--- config.mk ---
export PLATFORM = sky130hd
export DESIGN_NAME = pic_control_logic_flat
export DESIGN_NICKNAME = d
export VERILOG_FILES = /design/src/rtl/pic_pkg.sv /design/src/rtl/pic_control_logic_if.sv /design/src/rtl/pic_bus_strobe.sv /design/src/rtl/pic_control_logic.sv /design/src/flat_wrapper.sv
export SDC_FILE = /design/constraint.sdc
export NUM_CORES = 1
export LEC_CHECK = 0
export BUFFER_PORTS_ARGS = -buffer_cell sky130_fd_sc_hd__buf_4
export CAP_MARGIN = 15
export CORE_MARGIN = 2
export CORE_UTILIZATION = 53
export DETAILED_ROUTE_END_ITERATION = 10
export PLACE_DENSITY = 0.79
export SYNTH_ARGS = -nofsm -noshare
export SYNTH_HDL_FRONTEND = slang
export SYNTH_HIERARCHICAL = 1
export SYNTH_SLANG_ARGS = --single-unit
--- constraint.sdc ---
create_clock -name clk -period 2.51 [get_ports clk]
set_clock_uncertainty 0.2 [all_clocks]
set_input_delay 0 -clock clk [delete_from_list [all_inputs] [get_ports clk]]
set_output_delay 0 -clock clk [all_outputs]
set_load 0.1 [all_outputs]
--- src/rtl/pic_pkg.sv ---
// -----------------------------------------------------------------------------
// pic_pkg
// Shared definitions for the 8259A-style PIC command front end:
//   - pic_state_t : initialization-sequence FSM states
//   - OCW2 command codes (R, SL, EOI = D7:5)
//   - bit positions inside the ICW/OCW data bytes
// -----------------------------------------------------------------------------
package pic_pkg;

   typedef enum logic [2:0] {
      IDLE      = 3'd0,
      WAIT_ICW2 = 3'd1,
      WAIT_ICW3 = 3'd2,
      WAIT_ICW4 = 3'd3,
      READY     = 3'd4
   } pic_state_t;

   // OCW2 command codes, D7:5 = {R, SL, EOI}
   localparam logic [2:0] NS_EOI     = 3'b001;
   localparam logic [2:0] S_EOI      = 3'b011;
   localparam logic [2:0] ROT_NS_EOI = 3'b101;
   localparam logic [2:0] ROT_S_EOI  = 3'b111;
   localparam logic [2:0] SET_AR     = 3'b100;
   localparam logic [2:0] CLR_AR     = 3'b000;

   // ICW1 fields (A0 = 0)
   localparam int ICW1_IC4  = 0;
   localparam int ICW1_SNGL = 1;
   localparam int ICW1_LTIM = 3;
   localparam int ICW1_SEL  = 4;   // D4 = 1 marks ICW1 on an A0 = 0 write

   // ICW4 fields (A0 = 1)
   localparam int ICW4_AEOI = 1;
   localparam int ICW4_SFNM = 4;

   // OCW2/OCW3 discrimination once D4 = 0: D3 = 0 -> OCW2, D3 = 1 -> OCW3
   localparam int OCW_SEL   = 3;

   // OCW3 fields
   localparam int OCW3_RIS  = 0;
   localparam int OCW3_RR   = 1;

   // ICW2 carries the vector base in its upper five bits
   function automatic logic [4:0] icw2_base(input logic [7:0] d);
      return d[7:3];
   endfunction

endpackage

--- src/rtl/pic_control_logic_if.sv ---
// -----------------------------------------------------------------------------
// pic_control_logic_if
// CPU-side bus of the PIC command front end.
//   csN    : chip select, active low
//   wrN    : write strobe, active low
//   rdN    : read strobe, active low
//   A0     : register address bit
//   dataIn : write data
// master = CPU side (drives the bus), slave = PIC side (samples the bus).
// -----------------------------------------------------------------------------
interface pic_control_logic_if;

   logic       csN;
   logic       wrN;
   logic       rdN;
   logic       A0;
   logic [7:0] dataIn;

   modport master (output csN, output wrN, output rdN, output A0, output dataIn);
   modport slave  (input  csN, input  wrN, input  rdN, input  A0, input  dataIn);

endinterface

--- src/rtl/pic_bus_strobe.sv ---
// -----------------------------------------------------------------------------
// pic_bus_strobe
// Registers the asynchronous CPU strobes and turns the rising edge of the
// registered write strobe into a single-cycle commit.
//   clk, rst_n  : clock, asynchronous active-low reset
//   csN,wrN,rdN : raw CPU strobes (active low)
//   A0, dataIn  : raw address bit and write data
//   wr_commit   : one-cycle pulse, write completed with chip select asserted
//   a0_cmt      : A0 as seen on the last cycle the write strobe was low
//   data_cmt    : dataIn as seen on the last cycle the write strobe was low
//   rd_act      : registered read in progress (cs and rd low, no write)
//   rd_a0       : registered A0 that qualifies rd_act
// -----------------------------------------------------------------------------
module pic_bus_strobe (
   input  logic       clk,
   input  logic       rst_n,
   input  logic       csN,
   input  logic       wrN,
   input  logic       rdN,
   input  logic       A0,
   input  logic [7:0] dataIn,
   output logic       wr_commit,
   output logic       a0_cmt,
   output logic [7:0] data_cmt,
   output logic       rd_act,
   output logic       rd_a0
);

   logic       cs_p0, wr_p0, rd_p0;
   logic       cs_p1, wr_p1;
   logic       a0_p0, a0_p1;
   logic [7:0] data_p0, data_p1;

   // ---- stage p0: raw bus sampled; p1: previous-cycle copy ----
   always_ff @(posedge clk or negedge rst_n) begin
      if (!rst_n) begin
         cs_p0 <= 1'b1;
         wr_p0 <= 1'b1;
         rd_p0 <= 1'b1;
         cs_p1 <= 1'b1;
         wr_p1 <= 1'b1;
      end else begin
         cs_p0 <= csN;
         wr_p0 <= wrN;
         rd_p0 <= rdN;
         cs_p1 <= cs_p0;
         wr_p1 <= wr_p0;
      end
   end

   always_ff @(posedge clk) begin
      a0_p0   <= A0;
      data_p0 <= dataIn;
      a0_p1   <= a0_p0;
      data_p1 <= data_p0;
   end

   // ---- commit: registered wrN rose this cycle; p1 holds the last low cycle ----
   // Chip select is taken from the same cycle as the captured data so that a
   // CPU releasing csN together with wrN still produces a commit.
   assign wr_commit = ~wr_p1 & wr_p0 & ~cs_p1;
   assign a0_cmt    = a0_p1;
   assign data_cmt  = data_p1;

   // A write strobe low at the same time suppresses the read.
   assign rd_act    = ~cs_p0 & ~rd_p0 & wr_p0;
   assign rd_a0     = a0_p0;

endmodule

--- src/rtl/pic_control_logic.sv ---
// -----------------------------------------------------------------------------
// pic_control_logic
// Command front end of an 8259A-style PIC. Decodes committed CPU writes into
// the ICW1..ICW4 initialization sequence and the OCW1..OCW3 operation
// commands, holds the resulting mode/mask registers and emits one-cycle EOI
// and rotate pulses for the in-service logic.
//
// Ports:
//   clk, rst_n    : clock, asynchronous active-low reset
//   bus           : CPU bus (pic_control_logic_if.slave)
//   LTIM, SNGL    : ICW1 level-trigger / single-mode bits
//   TReg          : ICW2 vector base (D7:3)
//   cascadeReg    : ICW3 contents
//   AEOI, SFNM    : ICW4 auto-EOI / special fully nested bits
//   AR            : rotate-in-AEOI enable (OCW2 set/clear)
//   IMR           : interrupt mask (OCW1)
//   readIRR/ISR/IMR : status read selects, combinational from registered strobes
//   eoiPulse, eoiSpecific, eoiLevel, rotatePulse : one-cycle OCW2 commands
//   initDone      : ICW sequence complete
//   specialMask   : special mask mode
//
// Optional feature macro: PIC_SPECIAL_MASK_EN
//   defined   : OCW3 D6:5 = 11 sets specialMask, 10 clears it
//   undefined : specialMask tied to 0, OCW3 D6:5 ignored
// -----------------------------------------------------------------------------
module pic_control_logic
   import pic_pkg::*;
#(
   parameter logic [7:0] IMR_RESET    = 8'h00,
   parameter logic       RD_SEL_RESET = 1'b0
) (
   input  logic                 clk,
   input  logic                 rst_n,
   pic_control_logic_if.slave   bus,
   output logic                 LTIM,
   output logic                 SFNM,
   output logic                 AEOI,
   output logic                 AR,
   output logic [4:0]           TReg,
   output logic [7:0]           IMR,
   output logic [7:0]           cascadeReg,
   output logic                 SNGL,
   output logic                 readIRR,
   output logic                 readISR,
   output logic                 readIMR,
   output logic                 eoiPulse,
   output logic                 eoiSpecific,
   output logic [2:0]           eoiLevel,
   output logic                 rotatePulse,
   output logic                 initDone,
   output logic                 specialMask
);

   logic       wr_commit, a0_cmt, rd_act, rd_a0;
   logic [7:0] data_cmt;

   pic_state_t state, state_nxt;
   logic       ic4, ic4_nxt;
   logic       rd_sel, rd_sel_nxt;
   logic       ltim_nxt, sfnm_nxt, aeoi_nxt, ar_nxt, sngl_nxt, init_nxt;
   logic [4:0] treg_nxt;
   logic [7:0] imr_nxt, casc_nxt;
   logic       eoi_nxt, eoi_spec_nxt, rot_nxt;
   logic [2:0] eoi_lvl_nxt;

`ifdef PIC_SPECIAL_MASK_EN
   localparam logic [1:0] SMM_SET = 2'b11;
   localparam logic [1:0] SMM_CLR = 2'b10;
   logic smm, smm_nxt;
`endif

   pic_bus_strobe u_strobe (
      .clk       (clk),
      .rst_n     (rst_n),
      .csN       (bus.csN),
      .wrN       (bus.wrN),
      .rdN       (bus.rdN),
      .A0        (bus.A0),
      .dataIn    (bus.dataIn),
      .wr_commit (wr_commit),
      .a0_cmt    (a0_cmt),
      .data_cmt  (data_cmt),
      .rd_act    (rd_act),
      .rd_a0     (rd_a0)
   );

   // ---- command decode: next state and next register values ----
   always_comb begin
      state_nxt    = state;
      ic4_nxt      = ic4;
      rd_sel_nxt   = rd_sel;
      ltim_nxt     = LTIM;
      sfnm_nxt     = SFNM;
      aeoi_nxt     = AEOI;
      ar_nxt       = AR;
      sngl_nxt     = SNGL;
      init_nxt     = initDone;
      treg_nxt     = TReg;
      imr_nxt      = IMR;
      casc_nxt     = cascadeReg;
      eoi_nxt      = 1'b0;
      eoi_spec_nxt = 1'b0;
      rot_nxt      = 1'b0;
      eoi_lvl_nxt  = eoiLevel;
`ifdef PIC_SPECIAL_MASK_EN
      smm_nxt      = smm;
`endif

      if (wr_commit) begin
         if (!a0_cmt && data_cmt[ICW1_SEL]) begin
            // ICW1 restarts the sequence from any state
            ic4_nxt    = data_cmt[ICW1_IC4];
            sngl_nxt   = data_cmt[ICW1_SNGL];
            ltim_nxt   = data_cmt[ICW1_LTIM];
            sfnm_nxt   = 1'b0;
            aeoi_nxt   = 1'b0;
            ar_nxt     = 1'b0;
            init_nxt   = 1'b0;
            imr_nxt    = IMR_RESET;
            rd_sel_nxt = RD_SEL_RESET;
`ifdef PIC_SPECIAL_MASK_EN
            smm_nxt    = 1'b0;
`endif
            state_nxt  = WAIT_ICW2;
         end else if (a0_cmt) begin
            case (state)
               WAIT_ICW2: begin
                  treg_nxt = icw2_base(data_cmt);
                  if (!SNGL) begin
                     state_nxt = WAIT_ICW3;
                  end else if (ic4) begin
                     state_nxt = WAIT_ICW4;
                  end else begin
                     state_nxt = READY;
                     init_nxt  = 1'b1;
                  end
               end
               WAIT_ICW3: begin
                  casc_nxt = data_cmt;
                  if (ic4) begin
                     state_nxt = WAIT_ICW4;
                  end else begin
                     state_nxt = READY;
                     init_nxt  = 1'b1;
                  end
               end
               WAIT_ICW4: begin
                  aeoi_nxt  = data_cmt[ICW4_AEOI];
                  sfnm_nxt  = data_cmt[ICW4_SFNM];
                  state_nxt = READY;
                  init_nxt  = 1'b1;
               end
               READY: begin
                  imr_nxt = data_cmt;   // OCW1
               end
               default: begin
               end
            endcase
         end else if (state == READY) begin
            if (!data_cmt[OCW_SEL]) begin
               // OCW2
               case (data_cmt[7:5])
                  NS_EOI: begin
                     eoi_nxt     = 1'b1;
                     eoi_lvl_nxt = data_cmt[2:0];
                  end
                  S_EOI: begin
                     eoi_nxt      = 1'b1;
                     eoi_spec_nxt = 1'b1;
                     eoi_lvl_nxt  = data_cmt[2:0];
                  end
                  ROT_NS_EOI: begin
                     eoi_nxt     = 1'b1;
                     rot_nxt     = 1'b1;
                     eoi_lvl_nxt = data_cmt[2:0];
                  end
                  ROT_S_EOI: begin
                     eoi_nxt      = 1'b1;
                     eoi_spec_nxt = 1'b1;
                     rot_nxt      = 1'b1;
                     eoi_lvl_nxt  = data_cmt[2:0];
                  end
                  SET_AR:  ar_nxt = 1'b1;
                  CLR_AR:  ar_nxt = 1'b0;
                  default: begin
                  end
               endcase
            end else begin
               // OCW3: read select only moves when RR is set
               if (data_cmt[OCW3_RR]) begin
                  rd_sel_nxt = data_cmt[OCW3_RIS];
               end
`ifdef PIC_SPECIAL_MASK_EN
               if (data_cmt[6:5] == SMM_SET) begin
                  smm_nxt = 1'b1;
               end else if (data_cmt[6:5] == SMM_CLR) begin
                  smm_nxt = 1'b0;
               end
`endif
            end
         end
      end
   end

   // ---- register stage: all outputs update one clock after the commit ----
   always_ff @(posedge clk or negedge rst_n) begin
      if (!rst_n) begin
         state       <= IDLE;
         ic4         <= 1'b0;
         rd_sel      <= RD_SEL_RESET;
         LTIM        <= 1'b0;
         SFNM        <= 1'b0;
         AEOI        <= 1'b0;
         AR          <= 1'b0;
         SNGL        <= 1'b0;
         initDone    <= 1'b0;
         TReg        <= 5'd0;
         IMR         <= IMR_RESET;
         cascadeReg  <= 8'd0;
         eoiPulse    <= 1'b0;
         eoiSpecific <= 1'b0;
         rotatePulse <= 1'b0;
         eoiLevel    <= 3'd0;
      end else begin
         state       <= state_nxt;
         ic4         <= ic4_nxt;
         rd_sel      <= rd_sel_nxt;
         LTIM        <= ltim_nxt;
         SFNM        <= sfnm_nxt;
         AEOI        <= aeoi_nxt;
         AR          <= ar_nxt;
         SNGL        <= sngl_nxt;
         initDone    <= init_nxt;
         TReg        <= treg_nxt;
         IMR         <= imr_nxt;
         cascadeReg  <= casc_nxt;
         eoiPulse    <= eoi_nxt;
         eoiSpecific <= eoi_spec_nxt;
         rotatePulse <= rot_nxt;
         eoiLevel    <= eoi_lvl_nxt;
      end
   end

`ifdef PIC_SPECIAL_MASK_EN
   always_ff @(posedge clk or negedge rst_n) begin
      if (!rst_n) begin
         smm <= 1'b0;
      end else begin
         smm <= smm_nxt;
      end
   end
   assign specialMask = smm;
`else
   assign specialMask = 1'b0;
`endif

   // ---- status read selects: combinational from the registered strobes ----
   assign readIMR = rd_act &  rd_a0;
   assign readIRR = rd_act & ~rd_a0 & ~rd_sel;
   assign readISR = rd_act & ~rd_a0 &  rd_sel;

endmodule
--- src/flat_wrapper.sv ---
// flat-port wrapper written by rule: the top's interface ports become plain ports
module pic_control_logic_flat import pic_pkg::*;
#(
   parameter logic [7:0] IMR_RESET    = 8'h00,
   parameter logic       RD_SEL_RESET = 1'b0
)
  (clk, rst_n, LTIM, SFNM, AEOI, AR, TReg, IMR, cascadeReg, SNGL, readIRR, readISR, readIMR, eoiPulse, eoiSpecific, eoiLevel, rotatePulse, initDone, specialMask, bus_csN, bus_wrN, bus_rdN, bus_A0, bus_dataIn);
  pic_control_logic_if bus_i ();
  input  logic clk;
  input  logic rst_n;
  output logic LTIM;
  output logic SFNM;
  output logic AEOI;
  output logic AR;
  output logic [4:0] TReg;
  output logic [7:0] IMR;
  output logic [7:0] cascadeReg;
  output logic SNGL;
  output logic readIRR;
  output logic readISR;
  output logic readIMR;
  output logic eoiPulse;
  output logic eoiSpecific;
  output logic [2:0] eoiLevel;
  output logic rotatePulse;
  output logic initDone;
  output logic specialMask;
  input wire logic [$bits(bus_i.csN)-1:0] bus_csN;
  input wire logic [$bits(bus_i.wrN)-1:0] bus_wrN;
  input wire logic [$bits(bus_i.rdN)-1:0] bus_rdN;
  input wire logic [$bits(bus_i.A0)-1:0] bus_A0;
  input wire logic [$bits(bus_i.dataIn)-1:0] bus_dataIn;
  assign bus_i.csN = bus_csN;
  assign bus_i.wrN = bus_wrN;
  assign bus_i.rdN = bus_rdN;
  assign bus_i.A0 = bus_A0;
  assign bus_i.dataIn = bus_dataIn;
  pic_control_logic #(.IMR_RESET(IMR_RESET), .RD_SEL_RESET(RD_SEL_RESET)) u_core (.clk(clk), .rst_n(rst_n), .bus(bus_i), .LTIM(LTIM), .SFNM(SFNM), .AEOI(AEOI), .AR(AR), .TReg(TReg), .IMR(IMR), .cascadeReg(cascadeReg), .SNGL(SNGL), .readIRR(readIRR), .readISR(readISR), .readIMR(readIMR), .eoiPulse(eoiPulse), .eoiSpecific(eoiSpecific), .eoiLevel(eoiLevel), .rotatePulse(rotatePulse), .initDone(initDone), .specialMask(specialMask));
endmodule
==> impl_metrics.toml <==
[run_status]
run_status = "finished with violations"
failed_checks = "hold timing"

[setup_path]
critical_path_peak_fanout = 10
crit_path_capture_type = "register"
crit_chain = "nor3b_2 -> nand2_2 -> nor4b_4 -> buf_4 -> mux2_2"
buffer_and_inverter_count_on_the_worst_path = 1
timing.critical_path.slowest_cell_delay_ns = 0.54
critical_path.slowest_cell = "sky130_fd_sc_hd__dfstp_2"
timing.reg2reg.worst_path_depth = 5
critical_path_cell_count = 5
setup.worst_path.start_class = "register"
required_ns = 2.53
crit_path_dat_ns = 2.31
worst-setup-path-type = "register to register"
cp_top_family = "simple AND/OR/NAND/NOR gates"

[synth]
post_synth_num_cell_types = 39
synthMostInstantiatedCell = "sky130_fd_sc_hd__dfrtp_1"
asyncSetResetFlopFracSynth = 0.7049
synth_top_cells_by_area = "sky130_fd_sc_hd__dfrtp_1 (42%), sky130_fd_sc_hd__dfxtp_1 (16%), sky130_fd_sc_hd__mux2_2 (10%)"
synth.yosys.warnings = 6
synth_cells = 172
synth_top_cells_by_count = "sky130_fd_sc_hd__dfrtp_1 (38), sky130_fd_sc_hd__mux2_2 (21), sky130_fd_sc_hd__dfxtp_1 (18)"
syn_area_per_cell_um2 = 13.24
synth_top_flop_cell = "sky130_fd_sc_hd__dfrtp_1"
ys_seq_elements = 61
yosysTopAreaCell = "sky130_fd_sc_hd__dfrtp_1"
seq_area_frac_synth = 0.6335
synth_fp_nets = 186
yosysTopAreaCellShare = 0.4176
synth-edff-count = 0
syn-cell-area_um2 = 2277

[power]
power.share.clock = 0.222
swShare = 0.4611
seqPwrFrac = 0.369
pwr_density_cell_nw_per_um2 = 1196
max-vdd-ir-drop_v = 0.0007160
net-switching-power_mw = 1.655
comb_power_share = 0.409
power.static_leakage_nw = 1.432
intPower_mw = 1.935

[final_layout]
finalNetCount = 254
final.fill_count = 253
post_route_cells_drive_above_1_share = 0.4245
finalInstanceArea_um2 = 3002
antennaDiodeCount = 0
synthToLayoutAreaGrowth_pct = 31.81

[sta]
min_period_over_period = 0.9098
timing.final.crit_period_ns = 2.284
report.final.setup_viol = 0
fin_setup_tns_ns = 0
timing.max_slew.rel_slack = 0.6474
whs_ns = -0.008179
unrepaired_setup_endpoints_after_global_routing = "false"
report.final.hold_viol_count = 10
max_clock_freq_mhz = 437.9
post-route-worst-setup-slack_ns = 0.2263
tightest_slew_ns = 0.5289
final_max_slew_viol_count = 0

[global_route]
grt_pass1_vias = 1687
global_route.usage.total = 0.2236
grt_pass1_wl_um = 8321
grt_overflow = 0
initial_antenna_violation_count = 0
grt_start_max_net_pins = 44

[routing]
drtIter0Drc = 89
via_count = 1580
route.antenna.remaining_nets = 0
first_pass_detailed_route_iteration_total = 4
route.final.wire_length_um = 4833
post_drt_via_cell_ratio = 5.356
drt-wirelength-per-cell_um = 16.38
drc = 0

[place]
dp_hpwl_um = 3220
gpl.final_weighted_congestion = 0.8237
dpl_worst_slack_ns = 0.1692
detailed_place.area_um2 = 2678
portBuffers = 49

[clock_network]
ctsLongestPathBuffers = 2
numClockSinks = 61
htree_num_levels = 3
clock_insertion_delay_at_the_later_pin_of_the_skew_report_ns = 0.34
worst_setup_hold_path_clk_slew_ns = 0.07
root_buffer = "sky130_fd_sc_hd__clkbuf_8"
tritoncts = "yes"
cts_made_buffers = 9

[floorplan]
top_level_ports = 51
fp.coreArea_um2 = 4058
rows = 23
die_area_um2 = 4837
fp.dieW_um = 69.55
die_h_um = 69.55
start_util = 0.5612

[min_path]
hold_path_class = "primary input to asynchronous set/reset pin"

[run]
maxcap_violations = 0
## cell usage in the layout (no fill, tap or decap), types with 2 or more instances in the layout
cell	count
sky130_fd_sc_hd__a21oi_1	2
sky130_fd_sc_hd__a22o_1	3
sky130_fd_sc_hd__a2bb2oi_1	2
sky130_fd_sc_hd__and2_1	6
sky130_fd_sc_hd__and3_1	2
sky130_fd_sc_hd__buf_4	53
sky130_fd_sc_hd__clkbuf_8	9
sky130_fd_sc_hd__clkinv_2	2
sky130_fd_sc_hd__clkinvlp_4	2
sky130_fd_sc_hd__dfrtp_1	38
sky130_fd_sc_hd__dfstp_2	5
sky130_fd_sc_hd__dfxtp_1	18
sky130_fd_sc_hd__dlygate4sd3_1	13
sky130_fd_sc_hd__inv_1	3
sky130_fd_sc_hd__mux2_2	21
sky130_fd_sc_hd__nand2_1	12
sky130_fd_sc_hd__nand2b_1	2
sky130_fd_sc_hd__nand3_1	7
sky130_fd_sc_hd__nand3b_1	3
sky130_fd_sc_hd__nand4_1	2
sky130_fd_sc_hd__nor2b_1	2
sky130_fd_sc_hd__nor3b_2	4
sky130_fd_sc_hd__nor4b_4	2
sky130_fd_sc_hd__o21ai_0	14
## cell families (layout without fill, tap and decap cells)
logic type	count (synthesis)	after routing	synth area share
flops	61	61	0.6335
compound gates	23	23	0.06264
xor+xnor	1	1	0.003847
mux	22	22	0.1082
simple gates	52	52	0.1577
other cells	1	1	0.001647
buf+inv	12	85	0.03241
## cell type report
cell class	instances	area (um^2)	area share
clock buffers	11	152.6	0.05085
flip-flops and latches	61	1443	0.4806
inverters	3	11.26	0.003752
well taps	50	62.56	0.02084
multi-input cells	99	770.7	0.2568
clock inverters	5	33.78	0.01125
repair buffers	66	528.0	0.1759
## worst paths after layout
check                           slack (ns)                             endpoint                          startpoint
worst max-delay path                  0.23     u_core/cascadeReg[6]$_DFFE_PN0P_     u_core/u_strobe/wr_p0$_DFF_PN1_
worst min-delay path                -0.008            u_core/rd_sel$_DFFE_PN0P_                               rst_n
worst max register to register        0.23     u_core/cascadeReg[6]$_DFFE_PN0P_     u_core/u_strobe/wr_p0$_DFF_PN1_
worst min register to register        0.13  u_core/u_strobe/data_cmt[0]$_DFF_P_  u_core/u_strobe/data_p0[0]$_DFF_P_
max in group asynchronous             1.74      u_core/u_strobe/wr_p1$_DFF_PN1_                               rst_n
min in group clk                      0.11   u_core/u_strobe/data_p0[5]$_DFF_P_                       bus_dataIn[5]
## stage by stage
| stage | cells | util | hold WS (ns) | power, mW |
|---|---|---|---|---|
| floorplan | 172 | - | -0.4956 | 2.500 |
| global placement | 265 | 0.6599 | -0.1951 | 2.760 |
| detailed placement | 265 | 0.6599 | -0.1767 | 2.795 |
| CTS | 294 | 0.7379 | 0.01161 | 3.608 |
| global route | 295 | 0.7397 | 0.04328 | 3.728 |
| finish | 295 | 0.7397 | -0.008179 | 3.590 |
## state kept, by name, indices dropped and copies added (netlist names), 3 cells and up
| name | flops |
|---|---|
| u_core/IMR | 8 |
| u_core/TReg | 5 |
| u_core/cascadeReg | 8 |
| u_core/eoiLevel | 3 |
| u_core/state | 3 |
| u_core/u_strobe/data_cmt | 8 |
| u_core/u_strobe/data_p0 | 8 |
## worst register-to-register path, cell delays in order (launching register included)
cell and delay [ns]:
sky130_fd_sc_hd__dfstp_2 0.54, sky130_fd_sc_hd__nor3b_2 0.44, sky130_fd_sc_hd__nand2_2 0.14, sky130_fd_sc_hd__nor4b_4 0.29, sky130_fd_sc_hd__buf_4 0.21, sky130_fd_sc_hd__mux2_2 0.35
## routing by layer
metal / share of wire / GRT usage / wire (um) / vias to the layer above
met5: 0 / 0 / 0 / -
li1: - / - / - / 735
met4: 0.0097 / 0.05229 / 47 / 0
met1: 0.43 / 0.2813 / 2093 / 786
met3: 0.052 / 0.09157 / 253 / 7
met2: 0.50 / 0.3632 / 2438 / 52
## what timing repair did
action | in CTS | in global routing
endpoints found under the hold margin | 55 | 0
hold buffers | 13 | 0
resized for setup | 0 | 0
buffers inserted | 0 | 1
setup endpoints to repair | 0 | 8
## power by group through the flow
stage,Sequential (mW),Clock (mW),Combinational (mW)
global placement,1.33,0,1.43
CTS,1.32,0.811,1.47
finish,1.32,0.797,1.47
global route,1.35,0.862,1.52
detailed placement,1.34,0,1.46
floorplan,2.12,0,0.376
Power figures use the tool's default switching activity.
